[src/rtl/mm_job_scheduler_pkg.sv]
// Shared types and helpers for the matrix-multiply job scheduler.
// rr_pick works on a fixed 16-bit vector so it serves any requester count up to MAX_REQ.
package mm_sched_pkg;

    localparam int unsigned MAX_REQ                = 16;
    localparam int unsigned DEFAULT_TIMEOUT_CYCLES = 1024;

    typedef enum logic [2:0] {
        IDLE      = 3'd0,
        START     = 3'd1,
        WAIT_BUSY = 3'd2,
        RUN       = 3'd3,
        SETTLE    = 3'd4,
        RESP      = 3'd5
    } mm_sched_state_t;

    // Unused high request bits are zero, so a mod-16 scan from last+1 visits the set
    // bits in the same order as a mod-NUM_REQ scan would.
    function automatic logic [3:0] rr_pick(input logic [MAX_REQ-1:0] req, input logic [3:0] last);
        logic [3:0] idx;
        logic [3:0] pick;
        logic       found;
        pick  = last;
        found = 1'b0;
        for (int unsigned i = 1; i <= MAX_REQ; i++) begin
            idx = last + 4'(i);
            if (!found && req[idx]) begin
                pick  = idx;
                found = 1'b1;
            end
        end
        return pick;
    endfunction

endpackage

[src/rtl/mm_job_scheduler_if.sv]
// Requester and multiply-unit handshake bundle for mm_job_scheduler.
// slave is the scheduler side; master is the stage controllers / multiply unit side.
interface mm_job_scheduler_if #(
    parameter int unsigned NUM_REQ = 4,
    parameter int unsigned ID_W    = $clog2(NUM_REQ)
);
    logic [NUM_REQ-1:0] req_valid;
    logic [NUM_REQ-1:0] req_ready;
    logic [ID_W-1:0]    sel_id;
    logic               mm_start;
    logic               mm_busy;
    logic               mm_done;
    logic [NUM_REQ-1:0] rsp_valid;
    logic               rsp_error;
    logic               busy;

    modport slave (
        input  req_valid, mm_busy, mm_done,
        output req_ready, sel_id, mm_start, rsp_valid, rsp_error, busy
    );

    modport master (
        output req_valid, mm_busy, mm_done,
        input  req_ready, sel_id, mm_start, rsp_valid, rsp_error, busy
    );
endinterface

[src/rtl/mm_job_scheduler_rr_arbiter.sv]
// Combinational round-robin arbiter: first request after the last winner, cyclically.
// Reusable by any controller that shares a single resource among up to 16 clients.
module rr_arbiter
    import mm_sched_pkg::*;
#(
    parameter int unsigned NUM_REQ = 4,
    parameter int unsigned ID_W    = $clog2(NUM_REQ)
) (
    input  logic [NUM_REQ-1:0] req,
    input  logic [ID_W-1:0]    last,
    output logic               grant_valid,
    output logic [ID_W-1:0]    grant_id
);

    logic [MAX_REQ-1:0] req_ext;
    logic [3:0]         last_ext;
    logic [3:0]         pick;

    always_comb begin
        req_ext              = '0;
        req_ext[NUM_REQ-1:0] = req;
        last_ext             = 4'(last);
        pick                 = rr_pick(req_ext, last_ext);
        grant_valid          = |req;
        grant_id             = ID_W'(pick);
    end

endmodule

[src/rtl/mm_job_scheduler.sv]
// Round-robin owner of one shared matrix-multiply unit: grants a job, pulses the
// start, watches busy/done with a timeout, and returns a one-hot completion to the owner.
module mm_job_scheduler
    import mm_sched_pkg::*;
#(
    parameter int unsigned NUM_REQ        = 4,
    parameter int unsigned TIMEOUT_CYCLES = DEFAULT_TIMEOUT_CYCLES
) (
    input logic               clk,
    input logic               rst,
    mm_job_scheduler_if.slave bus
);

    localparam int unsigned     ID_W     = $clog2(NUM_REQ);
    localparam int unsigned     CNT_W    = (TIMEOUT_CYCLES > 2) ? $clog2(TIMEOUT_CYCLES) : 1;
    localparam logic [CNT_W-1:0] CNT_LAST = CNT_W'(TIMEOUT_CYCLES - 1);
    localparam logic [ID_W-1:0]  LAST_RST = ID_W'(NUM_REQ - 1);

    mm_sched_state_t    state_q, state_d;
    logic [ID_W-1:0]    sel_id_q, sel_id_d;
    logic [ID_W-1:0]    last_id_q, last_id_d;
    logic [CNT_W-1:0]   cnt_q, cnt_d;
    logic               err_q, err_d;

    logic               arb_valid;
    logic [ID_W-1:0]    arb_id;
    logic               timed_out;
    logic [NUM_REQ-1:0] sel_onehot;

    rr_arbiter #(
        .NUM_REQ (NUM_REQ),
        .ID_W    (ID_W)
    ) u_arb (
        .req         (bus.req_valid),
        .last        (last_id_q),
        .grant_valid (arb_valid),
        .grant_id    (arb_id)
    );

    assign timed_out = (cnt_q == CNT_LAST);

    always_comb begin
        state_d   = state_q;
        sel_id_d  = sel_id_q;
        last_id_d = last_id_q;
        cnt_d     = cnt_q;
        err_d     = err_q;
        unique case (state_q)
            IDLE: begin
                if (arb_valid) begin
                    sel_id_d = arb_id;
                    state_d  = START;
                end
            end
            START: begin
                cnt_d   = '0;
                err_d   = 1'b0;
                state_d = WAIT_BUSY;
            end
            WAIT_BUSY, RUN: begin
                // done wins over both timeout and a falling busy in the same cycle
                if (cnt_q != CNT_LAST) cnt_d = cnt_q + CNT_W'(1);
                if (bus.mm_done) begin
                    state_d = SETTLE;
                end else if (timed_out) begin
                    err_d   = 1'b1;
                    state_d = SETTLE;
                end else if (state_q == WAIT_BUSY) begin
                    if (bus.mm_busy) state_d = RUN;
                end else if (!bus.mm_busy) begin
                    err_d   = 1'b1;
                    state_d = SETTLE;
                end
            end
            SETTLE: state_d = RESP;
            RESP: begin
                last_id_d = sel_id_q;
                state_d   = IDLE;
            end
            default: state_d = IDLE;
        endcase
    end

    always_ff @(posedge clk) begin
        if (rst) begin
            state_q   <= IDLE;
            sel_id_q  <= '0;
            last_id_q <= LAST_RST;
            cnt_q     <= '0;
            err_q     <= 1'b0;
        end else begin
            state_q   <= state_d;
            sel_id_q  <= sel_id_d;
            last_id_q <= last_id_d;
            cnt_q     <= cnt_d;
            err_q     <= err_d;
        end
    end

    assign sel_onehot    = {{(NUM_REQ-1){1'b0}}, 1'b1} << sel_id_q;
    assign bus.req_ready = (state_q == START) ? sel_onehot : '0;
    assign bus.mm_start  = (state_q == START);
    assign bus.rsp_valid = (state_q == RESP) ? sel_onehot : '0;
    assign bus.rsp_error = (state_q == RESP) && err_q;
    assign bus.busy      = (state_q != IDLE);
    assign bus.sel_id    = sel_id_q;

endmodule

[src/flat_wrapper.sv]
// flat-port wrapper written by rule: the top's interface ports become plain ports
module mm_job_scheduler_flat import mm_sched_pkg::*;
#(
    parameter int unsigned NUM_REQ        = 4,
    parameter int unsigned TIMEOUT_CYCLES = DEFAULT_TIMEOUT_CYCLES
)
  (clk, rst, bus_req_valid, bus_mm_busy, bus_mm_done, bus_req_ready, bus_sel_id, bus_mm_start, bus_rsp_valid, bus_rsp_error, bus_busy);
  mm_job_scheduler_if #(.NUM_REQ(NUM_REQ)) bus_i ();
  input logic clk;
  input logic rst;
  input wire logic [$bits(bus_i.req_valid)-1:0] bus_req_valid;
  input wire logic [$bits(bus_i.mm_busy)-1:0] bus_mm_busy;
  input wire logic [$bits(bus_i.mm_done)-1:0] bus_mm_done;
  output wire logic [$bits(bus_i.req_ready)-1:0] bus_req_ready;
  output wire logic [$bits(bus_i.sel_id)-1:0] bus_sel_id;
  output wire logic [$bits(bus_i.mm_start)-1:0] bus_mm_start;
  output wire logic [$bits(bus_i.rsp_valid)-1:0] bus_rsp_valid;
  output wire logic [$bits(bus_i.rsp_error)-1:0] bus_rsp_error;
  output wire logic [$bits(bus_i.busy)-1:0] bus_busy;
  assign bus_i.req_valid = bus_req_valid;
  assign bus_i.mm_busy = bus_mm_busy;
  assign bus_i.mm_done = bus_mm_done;
  assign bus_req_ready = bus_i.req_ready;
  assign bus_sel_id = bus_i.sel_id;
  assign bus_mm_start = bus_i.mm_start;
  assign bus_rsp_valid = bus_i.rsp_valid;
  assign bus_rsp_error = bus_i.rsp_error;
  assign bus_busy = bus_i.busy;
  mm_job_scheduler #(.NUM_REQ(NUM_REQ), .TIMEOUT_CYCLES(TIMEOUT_CYCLES)) u_core (.clk(clk), .rst(rst), .bus(bus_i));
endmodule
[config.mk]
export PLATFORM = sky130hd
export DESIGN_NAME = mm_job_scheduler_flat
export DESIGN_NICKNAME = d
export VERILOG_FILES = /design/src/rtl/mm_job_scheduler_pkg.sv /design/src/rtl/mm_job_scheduler_if.sv /design/src/rtl/mm_job_scheduler_rr_arbiter.sv /design/src/rtl/mm_job_scheduler.sv /design/src/flat_wrapper.sv
export SDC_FILE = /design/constraint.sdc
export NUM_CORES = 1
export LEC_CHECK = 0
export BUFFER_PORTS_ARGS = -buffer_cell sky130_fd_sc_hd__buf_2
export CAP_MARGIN = 20
export CORE_ASPECT_RATIO = 1.25
export CORE_MARGIN = 2
export CORE_UTILIZATION = 49
export CTS_CLUSTER_DIAMETER = 50
export DETAILED_ROUTE_END_ITERATION = 7
export GPL_ROUTABILITY_DRIVEN = 0
export HOLD_SLACK_MARGIN = 0.08
export PLACE_DENSITY = 0.7
export RECOVER_POWER = 25
export SLEW_MARGIN = 5
export SYNTH_ARGS = -nofsm -noshare
export SYNTH_HDL_FRONTEND = slang
export SYNTH_SLANG_ARGS = --single-unit
export TNS_END_PERCENT = 100
[constraint.sdc]
create_clock -name clk -period 3.25 [get_ports clk]
set_clock_uncertainty 0.15 [all_clocks]
set_input_delay 0.65 -clock clk [delete_from_list [all_inputs] [get_ports clk]]
set_output_delay 0.65 -clock clk [all_outputs]
set_load 0.02 [all_outputs]
==> impl_metrics.csv <==
group,metric,value,unit
outcome,status,"complete, no violations",
clock_network,cts_buffers,3,
worst_setup_path,cp_max_fo,10,
sta,setup_viol_count_final,0,
logic_synthesis,synth_warnings,0,
route,via_per_inst,5.67,
finish,fill_cells,257,
place,place_area,1330,µm²
clock_network,cts_setup_buffers,0,
sta,tightest_slew,512,ps
worst_setup_path,end_kind,"flip-flop",
logic_synthesis,syn_area,1220,µm²
clock_network,insertion_delay,290,ps
place,io_buffer_count,20,
clock_network,hold_buffers,0,
global_routing,grt_overflow,0,
global_routing,antenna_found_initial,0,
finish,final_common_cell,"nor2_1",
worst_setup_path,slowest_delay,590,ps
worst_hold_path,min_to,"u_core.err_q$_SDFFE_PP0P_",
clock_network,cts-resized-gates,0,
worst_setup_path,startpoint_type,"flip-flop",
place,dp_hpwl,2.02,mm
route,first_iter_violations,23,
floorplanning,die_x,48.7,µm
global_routing,grt_pass1_vias,1086,
floorplanning,initial_utilization,50.9,%
clock_network,ctsLongestPathBuffers,2,
floorplanning,io_pins,21,
worst_setup_path,reg2reg_depth,7,
finish,regArea,360,µm²
finish,layout.nets,187,
route,ant_nets,0,
global_routing,gr-usage-all-layers,19.4,%
route,drc_errors,0,
clock_network,cts.htree.levels,1,
worst_setup_path,path_class,"reg -> reg",
finish,multi_input_area,783,µm²
worst_hold_path,worstHoldPathType,"reg -> reg",
finish,design_area,1350,µm²
sta,slew_headroom,65.9,%
worst_setup_path,crit_chain,"inv_1 -> ha_1 -> mux4_2 -> or2b_1 -> mux2i_1 -> a41oi_1 -> a2111oi_2",
finish,final_core_util,56.0,%
sta,fin_crit,2660,ps
clock_network,cts.sinks,18,
route,vias,1173,
logic_synthesis,synthCells,159,
logic_synthesis,synth_edf_count,0,
global_routing,grt_max_degree,14,
logic_synthesis,ys_ff_latch,18,
logic_synthesis,ys_seq_area_share,29.4,%
sta,min_period_over_period,81.8,%
logic_synthesis,synth-async-reset-ratio,0,%
worst_setup_path,rr_endpoint,"u_core.bus.sel_id[1]$_SDFFE_PP0P_",
logic_synthesis,avgSynthCellArea,7.70,µm²
route,dr.pass1.iters,4,
global_routing,grt_pass1_wl,4.45,mm
finish,antennaDiodeCount,0,
sta,rsz0062_at_grt,"false",
worst_setup_path,cp_data_arrival_time,2710,ps
finish,drive_gt1_share,17.2,%
worst_setup_path,reg2reg_setup_slack,590,ps
clock_network,clockRootBuffer,"clkbuf_4",
finish,final_cell_mix,"24 x nor2_1, 18 x buf_2, 18 x dfxtp_1",
route,drt-total-wl,2.61,mm
clock_network,cts_tree,"done",
worst_setup_path,cp_data_required_time,3300,ps
floorplanning,fp.coreArea,2400,µm²
finish,syn2layout_area_growth,10.0,%
logic_synthesis,synth_flop_cell,"dfxtp_1",
floorplanning,dieHeight,59.9,µm
power,leakage,0.000542,µW
logic_synthesis,synth.distinct_cells,40,
worst_hold_path,hold_start,"u_core.err_q$_SDFFE_PP0P_",
clock_network,cts.clk_slew.worst_paths,100,ps
floorplanning,core.rowCount,20,
worst_setup_path,regToRegStartpoint,"u_core.last_id_q[0]$_SDFFE_PP1P_",
power,power.density,397,nW/µm²
worst_setup_path,cp_slowest_cell,"dfxtp_1",
sta,finalMaxSlewViolations,0,
sta,hold_violations,0,
floorplanning,die_area,2920,µm²
worst_hold_path,holdPathStages,2,
route,wl_per_cell,12.6,µm
sta,fin_setup_tns,0,ps
power,vdd_drop_max,207,µV
sta,max_freq,376,MHz
logic_synthesis,synth_fp_nets,170,
run,cap_violations,0,
routing by layer:
layer	vias up	global-route usage, %	part of all wire, %
met5	-	0	0
met4	0	11.4	2.8
met3	8	1.50	2.5
met2	17	38.0	55
met1	553	20.3	40
li1	595	-	-
where the power goes:
group          switching, µW  internal, µW  leakage, µW
sequential              23.6           234     0.000146
combinational            102          65.1     0.000382
clock                   66.0          43.1    0.0000138
flip-flops by register name, summed over array words and instances, names as in the netlist:
signal	count
u_core.bus.sel_id	2
u_core.cnt_q	10
u_core.err_q	1
u_core.last_id_q	2
u_core.state_q	3
kinds of logic after synthesis:
group | Yosys count | synth area share, %
AND/OR/NAND/NOR | 74 | 29.3
AO/OA/AOI/OAI | 30 | 17.9
buffers and inverters | 19 | 6.54
flip-flops | 18 | 29.4
multiplexers | 8 | 8.69
XOR/XNOR | 7 | 5.01
adder cells (fa/ha/maj) | 3 | 3.07
worst max-delay path by stage:
stage / startpoint / endpoint / slack (ps)
3_3_place_gp: u_core.last_id_q[0]$_SDFFE_PP1P_ / u_core.bus.sel_id[1]$_SDFFE_PP0P_ / 700
3_5_place_dp: u_core.last_id_q[0]$_SDFFE_PP1P_ / u_core.bus.sel_id[1]$_SDFFE_PP0P_ / 590
5_1_grt: u_core.last_id_q[0]$_SDFFE_PP1P_ / u_core.bus.sel_id[1]$_SDFFE_PP0P_ / 380
2_1_floorplan: u_core.last_id_q[1]$_SDFFE_PP1P_ / u_core.bus.sel_id[1]$_SDFFE_PP0P_ / 820
4_1_cts: u_core.last_id_q[0]$_SDFFE_PP1P_ / u_core.bus.sel_id[1]$_SDFFE_PP0P_ / 580
6_report: u_core.last_id_q[0]$_SDFFE_PP1P_ / u_core.bus.sel_id[1]$_SDFFE_PP0P_ / 590
synth_stat cells (4+ instances only):
cell type  count  area [µm²]
nor2_1        24        90.1
dfxtp_1       18         360
xnor2_1        7        61.3
inv_1         10        37.5
mux2i_1        5        50.1
nor4_1         4        25.0
nand2b_1       5        31.3
nor3_1        10        50.1
nand2_1       13        48.8
o21ai_0        4        20.0
a21oi_1       10        50.1
clkbuf_1       7        26.3
nand3_1        5        25.0
critical path: cells and delay by family, from the launching register on:
kind	cells	cell delay [ps]
DFF	1	590
buffers and inverters	1	140
AOI/OAI and AO/OA	2	490
muxes	2	560
adders and majority gates	1	430
and+or+nand+nor	1	200
metrics by stage:
stage | hold WS [ps] | total power (µW) | cells | setup slack, ps
finish | 314 | 534 | 207 | 591
global route | 349 | 568 | 207 | 380
CTS | 319 | 542 | 207 | 576
detailed placement | 304 | 433 | 204 | 589
global placement | 293 | 429 | 204 | 704
floorplan | 282 | 391 | 159 | 818
final cells by class:
class / count / area share, %
inverters: 10 / 2.79
well taps: 33 / 3.07
clock buffers: 3 / 1.67
repair buffers: 21 / 7.53
multi-input cells: 122 / 58.2
flip-flops and latches: 18 / 26.8
(Power assumes the default switching activity.)
